## config.mk

```make
export PLATFORM = sky130hd
export DESIGN_NAME = uart_tx_arbiter_flat
export DESIGN_NICKNAME = d
export VERILOG_FILES = /design/src/rtl/uart_tx_arbiter_if.sv /design/src/rtl/uart_tx_arbiter.sv /design/src/flat_wrapper.sv
export SDC_FILE = /design/constraint.sdc
export NUM_CORES = 1
export LEC_CHECK = 0
export CAP_MARGIN = 25
export CELL_PAD_IN_SITES_DETAIL_PLACEMENT = 1
export CELL_PAD_IN_SITES_GLOBAL_PLACEMENT = 1
export CORE_MARGIN = 2
export CORE_UTILIZATION = 31
export CTS_CLUSTER_SIZE = 24
export DETAILED_ROUTE_END_ITERATION = 12
export GPL_TIMING_DRIVEN = 0
export HOLD_SLACK_MARGIN = 0.08
export PLACE_DENSITY = 0.89
export SYNTH_ARGS = -nofsm -noshare
export SYNTH_HDL_FRONTEND = slang
export SYNTH_SLANG_ARGS = --single-unit
```

## constraint.sdc

```tcl
create_clock -name CLK -period 2.5 [get_ports CLK]
set_input_delay 0.375 -clock CLK [delete_from_list [all_inputs] [get_ports CLK]]
set_output_delay 0.375 -clock CLK [all_outputs]
set_load 0.02 [all_outputs]
```

## src/rtl/uart_tx_arbiter_if.sv

```systemverilog
`default_nettype none
// ============================================================================
// Module   : uart_tx_arbiter_if
// Brief    : Requester and transmitter signal bundle for uart_tx_arbiter.
//            The master modport is the arbiter side, slave is the environment.
// Revision : 1.0 - initial release
// ============================================================================
interface uart_tx_arbiter_if #(
    parameter int NUM_REQ = 4
);
    logic [NUM_REQ-1:0]   REQ_VALID;
    logic [8*NUM_REQ-1:0] REQ_BYTE;
    logic [NUM_REQ-1:0]   REQ_LAST;
    logic [NUM_REQ-1:0]   REQ_READY;
    logic                 TX_DV;
    logic [7:0]           TX_BYTE;
    logic                 TX_DONE;
    logic [NUM_REQ-1:0]   GRANT;
    logic                 BUSY;
    logic                 ERR;

    modport master (
        input  REQ_VALID, REQ_BYTE, REQ_LAST, TX_DONE,
        output REQ_READY, TX_DV, TX_BYTE, GRANT, BUSY, ERR
    );

    modport slave (
        output REQ_VALID, REQ_BYTE, REQ_LAST, TX_DONE,
        input  REQ_READY, TX_DV, TX_BYTE, GRANT, BUSY, ERR
    );
endinterface
`default_nettype wire

```

## src/rtl/uart_tx_arbiter.sv

```systemverilog
`default_nettype none
// ============================================================================
// Module   : uart_tx_arbiter
// Brief    : Round-robin arbiter sharing one UART byte transmitter among
//            NUM_REQ sources, with start-timeout detection.
//            Optional packet lock: define UART_ARB_PKT_LOCK_EN.
// Revision : 1.0 - initial release
// ============================================================================
module uart_tx_arbiter #(
    parameter int NUM_REQ       = 4,
    parameter int START_TIMEOUT = 4
) (
    input  wire logic         CLK,
    input  wire logic         RST,
    uart_tx_arbiter_if.master bus
);
    localparam int               c_IDX_W    = $clog2(NUM_REQ);
    localparam logic [3:0]       c_CNT_LAST = 4'(START_TIMEOUT - 1);
    localparam logic [c_IDX_W:0] c_NUM_REQ  = (c_IDX_W + 1)'(NUM_REQ);

    typedef enum logic [1:0] {
        ST_ARB       = 2'd0,
        ST_ISSUE     = 2'd1,
        ST_WAIT_LOW  = 2'd2,
        ST_WAIT_HIGH = 2'd3
    } state_t;

    state_t               r_state;
    logic [c_IDX_W-1:0]   r_last;
    logic [3:0]           r_cnt;
    logic                 r_tx_dv;
    logic [7:0]           r_tx_byte;
    logic [NUM_REQ-1:0]   r_grant;

    logic [NUM_REQ-1:0]   w_elig;
    logic [NUM_REQ-1:0]   w_last_onehot;
    logic [NUM_REQ-1:0]   w_win_onehot;
    logic [c_IDX_W-1:0]   w_win;
    logic [c_IDX_W:0]     w_sum;
    logic                 w_found;
    logic                 w_accept;
    logic                 w_err;

    assign w_last_onehot = {{(NUM_REQ-1){1'b0}}, 1'b1} << r_last;

`ifdef UART_ARB_PKT_LOCK_EN
    logic r_lock;
    // While a packet is open only its owner (always r_last) may be granted.
    assign w_elig = r_lock ? (bus.REQ_VALID & w_last_onehot) : bus.REQ_VALID;
`else
    logic w_unused_last;
    assign w_unused_last = ^bus.REQ_LAST;
    assign w_elig        = bus.REQ_VALID;
`endif

    // Scan upward from last+1; the previous owner is visited last.
    always_comb begin
        w_found = 1'b0;
        w_win   = '0;
        w_sum   = '0;
        for (int k = 1; k <= NUM_REQ; k++) begin
            w_sum = {1'b0, r_last} + (c_IDX_W + 1)'(k);
            if (w_sum >= c_NUM_REQ) begin
                w_sum = w_sum - c_NUM_REQ;
            end
            if (!w_found && w_elig[w_sum[c_IDX_W-1:0]]) begin
                w_found = 1'b1;
                w_win   = w_sum[c_IDX_W-1:0];
            end
        end
    end

    assign w_win_onehot = {{(NUM_REQ-1){1'b0}}, 1'b1} << w_win;
    assign w_accept     = (r_state == ST_ARB) && bus.TX_DONE && w_found;
    // Timeout fires in the cycle the count would reach START_TIMEOUT.
    assign w_err        = (r_state == ST_WAIT_LOW) && bus.TX_DONE && (r_cnt == c_CNT_LAST);

    always_ff @(posedge CLK) begin
        if (RST) begin
            r_state   <= ST_ARB;
            r_last    <= c_IDX_W'(NUM_REQ - 1);
            r_cnt     <= '0;
            r_tx_dv   <= 1'b0;
            r_tx_byte <= 8'h00;
            r_grant   <= '0;
`ifdef UART_ARB_PKT_LOCK_EN
            r_lock    <= 1'b0;
`endif
        end else begin
            r_tx_dv <= 1'b0;
            case (r_state)
                ST_ARB: begin
                    if (w_accept) begin
                        r_tx_byte <= bus.REQ_BYTE[8*w_win +: 8];
                        r_last    <= w_win;
                        r_grant   <= w_win_onehot;
                        r_tx_dv   <= 1'b1;
                        r_state   <= ST_ISSUE;
`ifdef UART_ARB_PKT_LOCK_EN
                        r_lock    <= ~bus.REQ_LAST[w_win];
`endif
                    end
                end
                ST_ISSUE: begin
                    r_cnt   <= '0;
                    r_state <= ST_WAIT_LOW;
                end
                ST_WAIT_LOW: begin
                    if (!bus.TX_DONE) begin
                        r_state <= ST_WAIT_HIGH;
                    end else if (w_err) begin
                        r_state <= ST_ARB;
                        r_grant <= '0;
`ifdef UART_ARB_PKT_LOCK_EN
                        r_lock  <= 1'b0;
`endif
                    end else begin
                        r_cnt <= r_cnt + 4'd1;
                    end
                end
                ST_WAIT_HIGH: begin
                    if (bus.TX_DONE) begin
                        r_state <= ST_ARB;
                        r_grant <= '0;
                    end
                end
                default: r_state <= ST_ARB;
            endcase
        end
    end

    assign bus.REQ_READY = w_accept ? w_win_onehot : '0;
    assign bus.TX_DV     = r_tx_dv;
    assign bus.TX_BYTE   = r_tx_byte;
    assign bus.GRANT     = r_grant;
    assign bus.BUSY      = (r_state != ST_ARB);
    assign bus.ERR       = w_err;

endmodule
`default_nettype wire
```

## src/flat_wrapper.sv

```systemverilog
// flat-port wrapper written by rule: the top's interface ports become plain ports
module uart_tx_arbiter_flat 
#(
    parameter int NUM_REQ       = 4,
    parameter int START_TIMEOUT = 4
)
  (CLK, RST, bus_REQ_VALID, bus_REQ_BYTE, bus_REQ_LAST, bus_TX_DONE, bus_REQ_READY, bus_TX_DV, bus_TX_BYTE, bus_GRANT, bus_BUSY, bus_ERR);
  uart_tx_arbiter_if #(.NUM_REQ(NUM_REQ)) bus_i ();
  input  wire logic CLK;
  input  wire logic RST;
  input wire logic [$bits(bus_i.REQ_VALID)-1:0] bus_REQ_VALID;
  input wire logic [$bits(bus_i.REQ_BYTE)-1:0] bus_REQ_BYTE;
  input wire logic [$bits(bus_i.REQ_LAST)-1:0] bus_REQ_LAST;
  input wire logic [$bits(bus_i.TX_DONE)-1:0] bus_TX_DONE;
  output wire logic [$bits(bus_i.REQ_READY)-1:0] bus_REQ_READY;
  output wire logic [$bits(bus_i.TX_DV)-1:0] bus_TX_DV;
  output wire logic [$bits(bus_i.TX_BYTE)-1:0] bus_TX_BYTE;
  output wire logic [$bits(bus_i.GRANT)-1:0] bus_GRANT;
  output wire logic [$bits(bus_i.BUSY)-1:0] bus_BUSY;
  output wire logic [$bits(bus_i.ERR)-1:0] bus_ERR;
  assign bus_i.REQ_VALID = bus_REQ_VALID;
  assign bus_i.REQ_BYTE = bus_REQ_BYTE;
  assign bus_i.REQ_LAST = bus_REQ_LAST;
  assign bus_i.TX_DONE = bus_TX_DONE;
  assign bus_REQ_READY = bus_i.REQ_READY;
  assign bus_TX_DV = bus_i.TX_DV;
  assign bus_TX_BYTE = bus_i.TX_BYTE;
  assign bus_GRANT = bus_i.GRANT;
  assign bus_BUSY = bus_i.BUSY;
  assign bus_ERR = bus_i.ERR;
  uart_tx_arbiter #(.NUM_REQ(NUM_REQ), .START_TIMEOUT(START_TIMEOUT)) u_core (.CLK(CLK), .RST(RST), .bus(bus_i));
endmodule
```

==> impl_results.html <==
<table>
<tr><th>Metric</th><th>Value</th></tr>
<tr><th colspan="2">Run status</th></tr>
<tr><td>Outcome</td><td>complete, no violations</td></tr>
<tr><th colspan="2">Placement</th></tr>
<tr><td>HPWL Detailed</td><td>2.991 mm</td></tr>
<tr><td>Final estimated routing congestion in global placement</td><td>0.7903</td></tr>
<tr><td>Port Buf Inserts</td><td>57</td></tr>
<tr><td>Total instance count after detailed placement</td><td>251</td></tr>
<tr><th colspan="2">Routing</th></tr>
<tr><td>Via count normalized by instance count</td><td>5.213</td></tr>
<tr><td>Detailed-route via count</td><td>1319</td></tr>
<tr><td>Router iterations before antenna repair</td><td>4</td></tr>
<tr><td>Routed Antenna Nets</td><td>0</td></tr>
<tr><td>WL/cell</td><td>16.52 um</td></tr>
<tr><td>Routed Wire Length</td><td>4.179 mm</td></tr>
<tr><td>DRC violation count after routing</td><td>0</td></tr>
<tr><td>Iteration-0 DRC count of the detailed router</td><td>35</td></tr>
<tr><th colspan="2">Power</th></tr>
<tr><td>Switching power as a share of total power</td><td>33.23%</td></tr>
<tr><td>Power density of the placed cells</td><td>520.4 nW/um2</td></tr>
<tr><td>Combinational share of power</td><td>40.4%</td></tr>
<tr><td>Max VDD drop</td><td>0.0002372 V</td></tr>
<tr><td>Leakage power</td><td>0.0007219 uW</td></tr>
<tr><td>Sequential group share of total power</td><td>37.7%</td></tr>
<tr><td>Switching power</td><td>345.1 uW</td></tr>
<tr><td>Int Power</td><td>693.4 uW</td></tr>
<tr><td>Share of power burned in the clock network</td><td>21.9%</td></tr>
<tr><th colspan="2">Setup path</th></tr>
<tr><td>Setup crit start</td><td>bus_REQ_VALID[1]</td></tr>
<tr><td>Endpoint arrival time on the critical path</td><td>2.03 ns</td></tr>
<tr><td>Ordered cell list for the critical path</td><td>clkdlybuf4s15_2 -&gt; nor2b_1 -&gt; o21a_2 -&gt; or3_1 -&gt; buf_4 -&gt; nor3_1 -&gt; buf_2</td></tr>
<tr><td>Maximum fanout along the worst path</td><td>18</td></tr>
<tr><td>Endpoint type of the worst setup path</td><td>output pin</td></tr>
<tr><td>Worst-path cell with the longest stage delay</td><td>or3_1</td></tr>
<tr><td>R2R Path Start</td><td>u_core.r_last[1]</td></tr>
<tr><td>Setup Crit Path Kind</td><td>in2out</td></tr>
<tr><td>Sort of element at the start of the critical path</td><td>input port</td></tr>
<tr><td>Largest incremental delay on the critical path</td><td>0.39 ns</td></tr>
<tr><td>Worst EP required</td><td>2.12 ns</td></tr>
<tr><th colspan="2">Global route</th></tr>
<tr><td>Met2 demand-to-capacity share in global routing</td><td>33.53%</td></tr>
<tr><td>Overall track demand over capacity in global routing</td><td>18.29%</td></tr>
<tr><td>Number of antenna violations at the first check in global routing</td><td>0</td></tr>
<tr><td>Met3 GRT Util</td><td>2.760%</td></tr>
<tr><td>Pin count of the biggest net entering global routing</td><td>19</td></tr>
<tr><td>Layer with the highest usage after global routing</td><td>met2</td></tr>
<tr><td>Global-route wire length before repair</td><td>6.465 mm</td></tr>
<tr><td>Via count of the first global-routing pass</td><td>1413</td></tr>
<tr><td>Global route overflow</td><td>0</td></tr>
<tr><td>GR Layer Usage met1</td><td>22.13%</td></tr>
<tr><th colspan="2">Floorplanning</th></tr>
<tr><td>Site row count</td><td>23</td></tr>
<tr><td>Initial standard-cell utilization of the core</td><td>32.31%</td></tr>
<tr><td>Core region area</td><td>4000 um2</td></tr>
<tr><td>I/O pin cnt</td><td>62</td></tr>
<tr><td>Horizontal die dimension</td><td>68.57 um</td></tr>
<tr><td>Die Area</td><td>4702 um2</td></tr>
<tr><td>Die Ht</td><td>68.57 um</td></tr>
<tr><th colspan="2">Layout</th></tr>
<tr><td>Final-stage net count</td><td>248</td></tr>
<tr><td>Area taken by flip-flops and latches</td><td>421.7 um2</td></tr>
<tr><td>Multi-input logic area</td><td>859.6 um2</td></tr>
<tr><td>Non-filler cells in the finished layout</td><td>253</td></tr>
<tr><td>Commonest cells after routing, fill and taps aside</td><td>clkdlybuf4s50_1, nor2_1, dfxtp_1</td></tr>
<tr><td>Fraction of final layout cells with drive strength greater than 1</td><td>23.15%</td></tr>
<tr><td>Fill cell count</td><td>479</td></tr>
<tr><td>Utilization of the core after routing</td><td>49.89%</td></tr>
<tr><td>Total inserted antenna cells</td><td>0</td></tr>
<tr><td>Area growth from synthesis to layout</td><td>54.40%</td></tr>
<tr><td>Leading cell type in the layout, fill and taps excluded</td><td>clkdlybuf4s50_1</td></tr>
<tr><th colspan="2">Clock tree</th></tr>
<tr><td>Number of levels the H-tree was split into</td><td>1</td></tr>
<tr><td>Max Buffers Root-to-Sink</td><td>2</td></tr>
<tr><td>TritonCTS Buffers</td><td>3</td></tr>
<tr><td>TritonCTS clock tree</td><td>done</td></tr>
<tr><td>Clock insertion delay at the later pin of the skew report</td><td>0.26 ns</td></tr>
<tr><td># clock sinks</td><td>21</td></tr>
<tr><td>Root Buffer Master</td><td>clkbuf_8</td></tr>
<tr><td>Clock-pin slew on the worst setup and hold paths</td><td>0.08 ns</td></tr>
<tr><td>Count of hold buffers inserted by post-cts repair</td><td>0</td></tr>
<tr><th colspan="2">Hold path</th></tr>
<tr><td>Hold crit path type</td><td>reg2reg</td></tr>
<tr><td>Hold Startpoint</td><td>u_core.bus.GRANT[3]</td></tr>
<tr><th colspan="2">Logic synthesis</th></tr>
<tr><td>Distinct cells, synth</td><td>37</td></tr>
<tr><td>Register bit total from synthesis</td><td>21</td></tr>
<tr><td>Mean Syn Cell Area</td><td>8.976 um2</td></tr>
<tr><td>Synth warn</td><td>0</td></tr>
<tr><td>Cell area after synthesis</td><td>1292 um2</td></tr>
<tr><td>Seq/Total Area, Yosys</td><td>32.53%</td></tr>
<tr><td>Number of nets produced by synthesis</td><td>188</td></tr>
<tr><td>Synth Instances</td><td>144</td></tr>
<tr><th colspan="2">STA</th></tr>
<tr><td>Worst clock skew</td><td>0.002213 ns</td></tr>
<tr><td>Timing-limited maximum frequency</td><td>415.2 MHz</td></tr>
<tr><td>Shortest clock period the worst path allows after layout</td><td>2.408 ns</td></tr>
<tr><td>Slew of the pin with the lowest slew margin</td><td>0.6570 ns</td></tr>
<tr><td>Finish-stage setup viols</td><td>0</td></tr>
<tr><td>Max transition margin</td><td>56.20%</td></tr>
<tr><td>Part of the cycle the worst path needs</td><td>96.34%</td></tr>
<tr><td>Max-slew violation count</td><td>0</td></tr>
<tr><td>Final-report hold violation count</td><td>0</td></tr>
<tr><th colspan="2">Flow run</th></tr>
<tr><td>Max Cap Violations</td><td>0</td></tr>
</table>
## kinds of logic after synthesis
kind of cell | synth area share [%]
AO/OA/AOI/OAI | 28.17
XOR/XNOR | 1.356
adder cells (fa/ha/maj) | 0.9679
buffers and inverters | 4.066
flip-flops | 32.53
multiplexers | 7.841
AND/OR/NAND/NOR | 25.07
## Yosys cell counts
cell type   n  area [um2]
nor4b_1     1       8.760
nor4_1      1       6.260
nor2b_4     1       13.76
and2_1      2       12.51
dfxtp_1    21       420.4
o2bb2a_4    1       20.02
nor2_1     21       78.83
a22oi_1     4       30.03
o221a_2     1       11.26
nand4_1     1       6.260
a211o_1     2       17.52
nor4_4      1       21.27
nand2_1    11       41.29
o2bb2a_2    7       78.83
nor3_2      1       10.01
ha_1        1       12.51
mux2_2      9       101.4
o31a_1      1       8.760
buf_4       5       37.54
nand3b_1    1       7.510
o21a_1      2       15.01
or3b_1      1       8.760
xor2_1      2       17.52
o21ai_0     3       15.01
nand2b_1    4       25.02
or2b_1      1       7.510
nor2b_1     2       12.51
or2_2       1       6.260
o221ai_1    1       8.760
a21oi_1    11       55.05
a21oi_2     1       8.760
a211oi_2    7       87.58
nor3_1      6       30.03
or3_1       2       12.51
nor3b_1     2       15.01
clkbuf_1    4       15.01
a211oi_1    1       7.510
## power groups by stage
stage	combinational (uW)	sequential, uW	clock (uW)
after CTS	424	386	233
after floorplan	223	416	0
final	419	392	227
after global placement	414	392	0
after global routing	456	396	246
after detailed placement	425	393	0
## worst max-delay path, delay by kind of cell
kind                   cells  cell delay [ns]
AOI/OAI and AO/OA          1             0.27
buffers and inverters      3             0.64
and+or+nand+nor            3             0.74
## through the flow
stage	instance area, um2	hold slack, ns	total power (uW)	TNS [ns]	setup slack [ns]
3_5_place_dp	1926	0.5065	818.2	-3.195	-0.7711
2_1_floorplan	1292	0.4694	638.6	0	0.2255
3_3_place_gp	1926	0.4924	805.0	-2.971	-0.7408
4_1_cts	1991	0.5295	1043	0	0.005002
6_report	1996	0.5137	1038	0	0.09152
5_1_grt	1996	0.5459	1098	-0.006410	-0.006410
## what timing repair did
item,in CTS,in global routing
pin swaps,2,0
hold endpoints to repair,0,0
endpoints found under the setup margin,4,5
buffers inserted,1,0
gates resized for setup,28,3
## worst paths after layout
kind                                              end  slack, ns  depth (start not counted)
worst max-delay path                 bus_REQ_READY[0]       0.09                          7
worst min-delay path              u_core.bus.GRANT[3]       0.51                          2
worst max register to register  u_core.bus.TX_BYTE[6]       0.57                          5
worst min register to register    u_core.bus.GRANT[3]       0.51                          2
## cell type report
cell class              instances  share of cell area (%)
repair buffers                 58                   28.53
plain buffers                   6                   1.881
well taps                      50                   3.135
flip-flops and latches         21                   21.13
clock buffers                   4                   2.257
multi-input cells             114                   43.07
## sequential cells by signal (all words and copies together), names as in the netlist
signal	count
u_core.bus.TX_BYTE	8
u_core.bus.GRANT	4
u_core.r_cnt	4
u_core.r_last	2
u_core.r_state	2
u_core.bus.TX_DV	1
## per-layer routing
| layer | share of wire, % | routed length [um] |
|---|---|---|
| met5 | 0 | 0 |
| met1 | 44 | 1833 |
| met2 | 48 | 2025 |
| met4 | 0.72 | 30 |
| met3 | 6.9 | 289 |
(Power assumes the default switching activity.)
